**config.mk**
```make
export PLATFORM = sky130hd
export DESIGN_NAME = serdes_lane_arbiter
export DESIGN_NICKNAME = d
export VERILOG_FILES = /design/src/rtl/serdes_lane_arbiter_pkg.sv /design/src/rtl/serdes_lane_arbiter_rr_pick.sv /design/src/rtl/serdes_lane_arbiter.sv
export SDC_FILE = /design/constraint.sdc
export NUM_CORES = 1
export LEC_CHECK = 0
export BUFFER_PORTS_ARGS = -buffer_cell sky130_fd_sc_hd__buf_2
export CAP_MARGIN = 20
export CORE_MARGIN = 5
export CORE_UTILIZATION = 55
export CTS_CLUSTER_SIZE = 20
export DETAILED_ROUTE_END_ITERATION = 16
export PLACE_DENSITY_LB_ADDON = 0.05
export SYNTH_ARGS = -nofsm -noshare
export SYNTH_HDL_FRONTEND = slang
export SYNTH_SLANG_ARGS = --single-unit
```
**constraint.sdc**
```tcl
create_clock -name clk_i -period 4.4 [get_ports clk_i]
set_input_delay 0.22 -clock clk_i [delete_from_list [all_inputs] [get_ports clk_i]]
set_output_delay 0.22 -clock clk_i [all_outputs]
set_load 0.05 [all_outputs]
```
**src/rtl/serdes_lane_arbiter_pkg.sv**
```systemverilog
// Shared types, counter width and parameter legality helper for the SerDes lane arbiter.
`default_nettype none

package serdes_arb_pkg;

  typedef enum logic [0:0] {
    ST_IDLE = 1'b0,
    ST_XFER = 1'b1
  } arb_state_e;

  localparam int CNT_W = 8;

  function automatic bit arb_params_ok(input int nreq, input int max_burst, input int idle_timeout);
    return (nreq >= 2) && (nreq <= 8) &&
           (max_burst >= 1) && (max_burst <= 255) &&
           (idle_timeout >= 1) && (idle_timeout <= 255);
  endfunction

  // Saturating increment keeps the burst counters from ever wrapping.
  function automatic logic [CNT_W-1:0] sat_inc(input logic [CNT_W-1:0] v);
    return (v == {CNT_W{1'b1}}) ? v : v + CNT_W'(1);
  endfunction

endpackage

`default_nettype wire

```
**src/rtl/serdes_lane_arbiter_rr_pick.sv**
```systemverilog
// Combinational round-robin picker: first set request at or above start_i, wrapping modulo NREQ.
`default_nettype none

module rr_pick #(
  parameter int NREQ = 4,
  parameter int IW   = $clog2(NREQ)
) (
  input  logic [NREQ-1:0] req_i,
  input  logic [IW-1:0]   start_i,
  output logic            found_o,
  output logic [NREQ-1:0] gnt_o,
  output logic [IW-1:0]   idx_o
);

  always_comb begin
    int k;
    k       = 0;
    found_o = 1'b0;
    gnt_o   = '0;
    idx_o   = '0;
    for (int i = 0; i < NREQ; i++) begin
      k = int'(start_i) + i;
      if (k >= NREQ) begin
        k = k - NREQ;
      end
      if (!found_o && req_i[k]) begin
        found_o  = 1'b1;
        gnt_o[k] = 1'b1;
        idx_o    = IW'(k);
      end
    end
  end

endmodule

`default_nettype wire

```
**src/rtl/serdes_lane_arbiter.sv**
```systemverilog
// Round-robin arbiter and burst sequencer sharing one SerDes serializer lane between NREQ byte sources.
`default_nettype none

module serdes_lane_arbiter
  import serdes_arb_pkg::*;
#(
  parameter int NREQ         = 4,
  parameter int DW           = 8,
  parameter int MAX_BURST    = 4,
  parameter int IDLE_TIMEOUT = 8
) (
  input  logic                     clk_i,
  input  logic                     rst_n_i,
  input  logic [NREQ-1:0]          req_i,
  input  logic [NREQ*DW-1:0]       data_i,
  input  logic [NREQ-1:0]          last_i,
  output logic [NREQ-1:0]          ack_o,
  output logic [NREQ-1:0]          gnt_o,
  output logic [DW-1:0]            tx_data_o,
  output logic                     tx_valid_o,
  input  logic                     tx_ready_i,
  output logic [$clog2(NREQ)-1:0]  tx_id_o,
  output logic                     busy_o
);

  localparam int IDW = $clog2(NREQ);

  localparam logic [0:0] S_IDLE = ST_IDLE;
  localparam logic [0:0] S_XFER = ST_XFER;

  if (!arb_params_ok(NREQ, MAX_BURST, IDLE_TIMEOUT)) begin : g_param_err
    $error("serdes_lane_arbiter: illegal NREQ/MAX_BURST/IDLE_TIMEOUT");
  end

  logic [0:0]       state_q, state_d;
  logic [NREQ-1:0]  gnt_q, gnt_d;
  logic [IDW-1:0]   id_q, id_d;
  logic [IDW-1:0]   ptr_q, ptr_d;
  logic [CNT_W-1:0] beat_cnt_q, beat_cnt_d;
  logic [CNT_W-1:0] idle_cnt_q, idle_cnt_d;

  logic             pick_found;
  logic [NREQ-1:0]  pick_gnt;
  logic [IDW-1:0]   pick_idx;

  logic             xfer;
  logic             g_req;
  logic             g_last;
  logic [DW-1:0]    g_data;
  logic             beat;
  logic [CNT_W-1:0] idle_inc;
  logic             end_last;
  logic             end_max;
  logic             end_timeout;
  logic             burst_end;
  logic [IDW-1:0]   id_plus1;

  rr_pick #(
    .NREQ (NREQ),
    .IW   (IDW)
  ) u_pick (
    .req_i   (req_i),
    .start_i (ptr_q),
    .found_o (pick_found),
    .gnt_o   (pick_gnt),
    .idx_o   (pick_idx)
  );

  assign xfer   = (state_q == S_XFER);
  assign g_req  = req_i[id_q];
  assign g_last = last_i[id_q];
  assign g_data = data_i[int'(id_q)*DW +: DW];
  assign beat   = xfer & g_req & tx_ready_i;

  // Only a missing request counts towards the timeout; a stalled serializer never does.
  assign idle_inc    = sat_inc(idle_cnt_q);
  assign end_last    = beat & g_last;
  assign end_max     = beat & (beat_cnt_q == CNT_W'(MAX_BURST - 1));
  assign end_timeout = xfer & ~g_req & (idle_inc >= CNT_W'(IDLE_TIMEOUT));
  assign burst_end   = end_last | end_max | end_timeout;

  assign id_plus1 = (id_q == IDW'(NREQ - 1)) ? '0 : id_q + IDW'(1);

  always_comb begin
    state_d    = state_q;
    gnt_d      = gnt_q;
    id_d       = id_q;
    ptr_d      = ptr_q;
    beat_cnt_d = beat_cnt_q;
    idle_cnt_d = idle_cnt_q;
    case (state_q)
      S_IDLE: begin
        if (pick_found) begin
          state_d    = S_XFER;
          gnt_d      = pick_gnt;
          id_d       = pick_idx;
          beat_cnt_d = '0;
          idle_cnt_d = '0;
        end
      end
      S_XFER: begin
        if (burst_end) begin
          state_d    = S_IDLE;
          gnt_d      = '0;
          id_d       = '0;
          ptr_d      = id_plus1;
          beat_cnt_d = '0;
          idle_cnt_d = '0;
        end else if (beat) begin
          beat_cnt_d = sat_inc(beat_cnt_q);
          idle_cnt_d = '0;
        end else if (!g_req) begin
          idle_cnt_d = idle_inc;
        end
      end
      default: begin
        state_d = S_IDLE;
        gnt_d   = '0;
        id_d    = '0;
      end
    endcase
  end

  always_ff @(posedge clk_i or negedge rst_n_i) begin
    if (!rst_n_i) begin
      state_q    <= S_IDLE;
      gnt_q      <= '0;
      id_q       <= '0;
      ptr_q      <= '0;
      beat_cnt_q <= '0;
      idle_cnt_q <= '0;
    end else begin
      state_q    <= state_d;
      gnt_q      <= gnt_d;
      id_q       <= id_d;
      ptr_q      <= ptr_d;
      beat_cnt_q <= beat_cnt_d;
      idle_cnt_q <= idle_cnt_d;
    end
  end

  assign gnt_o      = gnt_q;
  assign tx_id_o    = id_q;
  assign busy_o     = xfer;
  assign tx_valid_o = xfer & g_req;
  assign tx_data_o  = xfer ? g_data : '0;
  assign ack_o      = xfer ? (NREQ'(tx_ready_i) << id_q) : '0;

endmodule

`default_nettype wire

```
==> impl_metrics.tcl, run 1 <==
set metrics [dict create \
    status "completed" \
    start_util 0.5684 \
    yosys-top-cells-area "dfrtp_1, mux4_2, and2_1, o21ai_0, ha_1" \
    drcViolationCount 0 \
    gp_congestion 0.8241 \
    r2r-end "tx_id_o[1]" \
    cts-root-buf "clkbuf_8" \
    worst_pin_slew_ns 0.7308 \
    gr-usage-met2 0.3459 \
    combPwrFrac 0.643 \
    dr.pass1.iters 4 \
    async_flop_share 1.000 \
    syn_inst 226 \
    core_region_area_sq_mm 0.003661 \
    rsz0062_at_grt "false" \
    first_global_vias 1828 \
    cap_viol_max_count 0 \
    crit_arrival_ns 2.83 \
    power_density_mw_per_mm2 644.1 \
    p_int_w 0.0007457 \
    endpoint "tx_id_o[1]" \
    dieHeight_um 71.51 \
    antenna_found_initial 0 \
    path_max_fanout 18 \
    clockBufferDepth 2 \
    num_antenna_cells 0 \
    end_kind "flip-flop" \
    place_ws_ns 1.824 \
    fin_skew_ns 0.003190 \
    cp_slowest_cell "dfrtp_1" \
    viasPerCell 5.979 \
    fin_ws_ns 1.780 \
    area_delta_synth_final_pct 17.26 \
    max_freq_mhz 381.7 \
    peakVddDrop_mv 0.3658 \
    cts_max_level 1 \
    cts_made_buffers 3 \
    path_clk_slew_ns 0.08 \
    regToRegStartpoint "ptr_q[0]" \
    yosysWarningCount 0 \
    leakagePower_nw 1.091 \
    finalHoldViolCount 0 \
    setup_viol 0 \
    netlist.area_leader.share 0.3007 \
    netlist.top_cell.by_area "dfrtp_1" \
    busiest_layer "met2" \
    setup_tns_ns 0 \
    avgRoutedWirePerCell_um 14.85 \
    nNetsFinal 331 \
    rows 22 \
    relSlewSlack 0.5128 \
    switching_power_w 0.0008258 \
    grtUsageMet1 0.2611 \
    synth_area_per_cell_sq_um 9.207 \
    hold_class "primary input to asynchronous set/reset pin" \
    syn_area_sq_mm 0.002081 \
    ys_seq_area_frac 0.3007 \
    drtIter0Drc 135 \
    synth_nets 276 \
    wl_um 4870 \
    cts_setup_buffers 0 \
    crit_chain "inv_1, ha_1, nor3b_1, a31oi_1, o21ai_1, nand2b_1, a22o_1" \
    grt_overflow 0 \
    p_seq_frac 0.271 \
    crit_start "ptr_q[0]" \
    worstRegToRegCells 7 \
    slew_violations 0 \
    clk_latency_ns 0.27 \
    cp_data_required_time_ns 4.61 \
    synth.distinct_cells 50 \
    vias 1961 \
    antenna_left 0 \
    min_period_ns 2.620 \
    crit_path_max_incr_delay_ns 0.70 \
    crit_type "flip-flop to flip-flop" \
    dp_hpwl_um 3814 \
    grt_pass1_wl_um 8335 \
    numPortBuffers 62 \
    ios 63 \
    track_usage 0.1996 \
    synth_edf_count 0 \
    met3_usage 0.01262 \
    start_kind "flip-flop" \
    fp.dieArea_sq_mm 0.005113 \
    grt_max_degree 26 \
    cts_tree "built" \
    ys_ff_latch 25 \
    power_switching_share 0.5255 \
    ys.flop_type "dfrtp_1" \
    drive_gt1_frac 0.3107 \
    num-fill-cells 320 \
    cts_sinks 25 \
    min_period_over_period 0.5954 \
    die_x_um 71.51 \
    p_clk_frac 0.086 \
    r2r_slack_ns 1.78 \
]
power by group through the flow:
stage	clock network (W)	logic [W]	registers, W
after floorplan	0	0.000817	0.000433
after global placement	0	0.00100	0.000429
after detailed placement	0	0.00101	0.000431
after CTS	0.000142	0.00101	0.000427
after global routing	0.000150	0.00110	0.000446
final	0.000135	0.00101	0.000426
layout by cell type, fill, tap and decap left out, drive strengths merged, types with 2 or more instances in the layout:
cell,Yosys,routed
and3,2,2
ha,7,7
mux2i,7,7
a311o,4,4
a221oi,6,6
nor3,2,2
nor4,4,4
and2,15,15
a211oi,3,3
nand2b,4,4
a21oi,7,7
o31ai,2,2
nor2,15,15
o22ai,3,3
a31oi,2,2
o211ai,2,2
nand3,5,5
nand4,4,4
mux2,5,5
o31a,3,3
nand2,22,22
a2bb2oi,4,4
dfrtp,25,25
mux4,10,10
a21boi,2,2
nand3b,3,3
buf,4,62
inv,8,8
or3,4,4
o21ai,21,21
clkbuf,9,4
worst min path at each step:
| stage | startpoint | to | slack, ns | depth (start not counted) |
|---|---|---|---|---|
| finish | rst_n_i | idle_cnt_q[6] | 0.46 | 2 |
| global route | rst_n_i | beat_cnt_q[4] | 0.52 | 2 |
| CTS | rst_n_i | idle_cnt_q[2] | 0.48 | 2 |
| detailed placement | rst_n_i | idle_cnt_q[2] | 0.25 | 1 |
| global placement | rst_n_i | idle_cnt_q[5] | 0.24 | 1 |
| floorplan | rst_n_i | beat_cnt_q[0] | -0.08 | 0 |
worst max-delay path: cells and delay by family (launching register included):
kind / cells / cell delay [ns]
adder cells (fa/ha/maj): 1 / 0.46
flip-flops: 1 / 0.70
AO/OA/AOI/OAI: 3 / 0.56
buffers and inverters: 1 / 0.18
AND/OR/NAND/NOR: 2 / 0.64
cell usage after synthesis (all sizes together), types with 4 or more instances:
master / count
and2: 15
a221oi: 6
nor2: 15
ha: 7
nand2b: 4
mux2i: 7
buf: 4
nor4: 4
inv: 8
or3: 4
a21oi: 7
clkbuf: 9
nand3: 5
o21ai: 21
a2bb2oi: 4
a311o: 4
nand2: 22
mux4: 10
nand4: 4
mux2: 5
dfrtp: 25
metal layers:
layer	up-vias	wire length, um
met4	0	80
li1	972	-
met5	-	0
met3	5	138
met1	956	2164
met2	28	2487
through the flow:
stage               utilization  hold WS, ns  cells  power [W]  area, sq um
floorplan                     -     -0.07559    226   0.001250         2081
global placement         0.6514       0.2400    323   0.001429         2385
detailed placement       0.6514       0.2484    323   0.001439         2385
CTS                      0.6664       0.4813    328   0.001581         2440
global route             0.6664       0.5201    328   0.001699         2440
finish                   0.6664       0.4611    328   0.001571         2440
registers in the layout, summed over array words and instances, names as in the netlist:
register    flops
gnt_o           4
idle_cnt_q      8
ptr_q           2
busy_o          1
beat_cnt_q      8
tx_id_o         2
cell type report:
class                   count  area, sq um  area share
multi-input cells         180         1359      0.5569
flip-flops and latches     25        625.6      0.2564
repair buffers             63        320.3      0.1313
well taps                  48        60.06     0.02462
clock buffers               4        45.04     0.01846
inverters                   8        30.03     0.01231
cells by family (layout without fill, tap and decap cells):
logic type,count (synthesis),after routing,share of synthesized area
buffers and inverters,21,75,0.04630
AND/OR/NAND/NOR,85,85,0.2153
AO/OA/AOI/OAI,66,66,0.2249
multiplexers,22,22,0.1708
flip-flops,25,25,0.3007
adder cells (fa/ha/maj),7,7,0.04209
repair_timing:
item,in CTS,in global routing
resized for setup,0,0
hold buffers,1,0
hold endpoints to repair,25,0
No activity file was read; power rests on OpenSTA's default activity.
==> run 2, diff against run 1 <==
- CORE_UTILIZATION: 55 -> 52
- clock period: 4.4 -> 2.47 ns (I/O delays scaled with it)
==> run 2 against run 1 <==
Compared with the run above: sequential power is 50% higher; utilization down 3.0 points; wire length up 4.7%; final cell count grew 3.0%; register-to-register slack got worse by 1.6 ns; critical path depth is the same; hold slack worse by 0.094 ns; largest cell class unchanged; clock-buffer cell count did not move; total power rose by 85%; global-route usage grew 0.28 points; clock skew up 0.00068 ns; setup slack got worse by 1.6 ns.
==> impl_metrics.tcl, run 2 (same netlist as run 1, synthesis figures left out) <==
set metrics [dict create \
    avgRoutedWirePerCell_um 15.09 \
    grt_pass1_wl_um 8749 \
    wl_um 5100 \
    nNetsFinal 339 \
    clk_latency_ns 0.27 \
    power_switching_share 0.5186 \
    r2r-end "idle_cnt_q[2]" \
    p_clk_frac 0.084 \
    rsz0062_at_grt "false" \
    peakVddDrop_mv 0.5904 \
    setup_viol 0 \
    p_int_w 0.001398 \
    relSlewSlack 0.6057 \
    cts_setup_buffers 0 \
    p_seq_frac 0.220 \
    endpoint "idle_cnt_q[2]" \
    fin_skew_ns 0.003869 \
    gp_congestion 0.8586 \
    switching_power_w 0.001506 \
    slew_violations 0 \
    cts-root-buf "clkbuf_8" \
    worst_pin_slew_ns 0.5853 \
    grt_max_degree 26 \
    first_global_vias 1942 \
    antenna_found_initial 0 \
    leakagePower_nw 1.132 \
    clockBufferDepth 2 \
    drtIter0Drc 110 \
    cts_tree "built" \
    track_usage 0.2024 \
    min_period_ns 2.262 \
    fp.dieArea_sq_mm 0.005366 \
    viasPerCell 5.763 \
    path_max_fanout 6 \
    cts_max_level 1 \
    area_delta_synth_final_pct 20.57 \
    dieHeight_um 73.26 \
    crit_start "idle_cnt_q[0]" \
    core_region_area_sq_mm 0.003943 \
    r2r_slack_ns 0.21 \
    setup_tns_ns 0 \
    start_kind "flip-flop" \
    worstRegToRegCells 7 \
    num_antenna_cells 0 \
    finish.utilization 0.6363 \
    hold_class "primary input to asynchronous set/reset pin" \
    vias 1948 \
    dr.pass1.iters 4 \
    antenna_left 0 \
    crit_arrival_ns 2.46 \
    cp_data_required_time_ns 2.67 \
    drcViolationCount 0 \
    cap_viol_max_count 0 \
    grt_overflow 0 \
    regToRegStartpoint "idle_cnt_q[0]" \
    start_util 0.5278 \
    die_x_um 73.26 \
    rows 23 \
    cts_sinks 25 \
    finalHoldViolCount 0 \
    status "completed" \
    crit_type "flip-flop to flip-flop" \
    dp_hpwl_um 3946 \
    fin_total_pwr_w 0.002904 \
    drive_gt1_frac 0.3368 \
    path_clk_slew_ns 0.09 \
    ios 63 \
    max_freq_mhz 442.2 \
    cts_made_buffers 3 \
    final_common_cell "buf_2" \
    combPwrFrac 0.696 \
    end_kind "flip-flop" \
    min_period_over_period 0.9156 \
    layout_common_cells "buf_2, dfrtp_1, nand2_1" \
    numPortBuffers 62 \
    power_density_mw_per_mm2 1157 \
]
[run 2: cell types whose count changed in the layout (fill, tap and decap cells not counted), sizes merged]
| cell | previous run | this run |
|---|---|---|
| buf | 62 | 70 |
[run 2: layout make-up]
class / instances / area, sq um
Tap cell: 50 / 62.56
Timing Repair Buffer: 71 / 380.4
Fill cell: 363 / 1434
Clock buffer: 4 / 45.04
Inverter: 8 / 30.03
Multi-Input combinational cell: 180 / 1365
Sequential cell: 25 / 625.6
[run 2: power by group through the flow]
stage	logic [W]	registers (W)	clock network, W
floorplan	0.00146	0.000771	0
global placement	0.00200	0.000639	0
detailed placement	0.00202	0.000646	0
CTS	0.00203	0.000638	0.000250
global route	0.00220	0.000658	0.000263
finish	0.00202	0.000639	0.000244
[run 2: worst min-delay path by stage]
stage	to	slack, ns	cells after the start
finish	idle_cnt_q[6]	0.37	2
global route	idle_cnt_q[5]	0.38	4
CTS	idle_cnt_q[4]	0.37	4
detailed placement	idle_cnt_q[6]	0.15	1
global placement	idle_cnt_q[6]	0.15	1
floorplan	beat_cnt_q[0]	-0.17	0
[run 2: through the flow]
step,hold WS [ns],instances,worst slack (ns),instance area [sq um]
finish,0.3674,338,0.2084,2509
global route,0.3803,338,0.03649,2509
CTS,0.3723,338,0.1573,2507
detailed placement,0.1525,333,0.1858,2452
global placement,0.1462,333,0.2427,2452
floorplan,-0.1721,226,0.05816,2088
[run 2: repair_timing]
item | in CTS | in global routing
gates resized for setup | 0 | 1
endpoints found under the setup margin | 0 | 1
endpoints found under the hold margin | 25 | 0
hold buffers | 1 | 0
[run 2: critical path, cell delays in order, from the launching register on]
cell and delay [ns]:
dfrtp_1 0.44, ha_1 0.26, a311o_1 0.37, a221oi_2 0.26, o31a_1 0.22, o211ai_1 0.18, a311o_1 0.32, a21oi_1 0.14
[run 2: routing by layer]
metal / part of all wire / vias up / GRT usage
li1: - / 989 / -
met1: 0.44 / 925 / 0.2504
met2: 0.52 / 30 / 0.3684
met3: 0.030 / 4 / 0.01642
met4: 0.011 / 0 / 0.06557
met5: 0 / - / 0
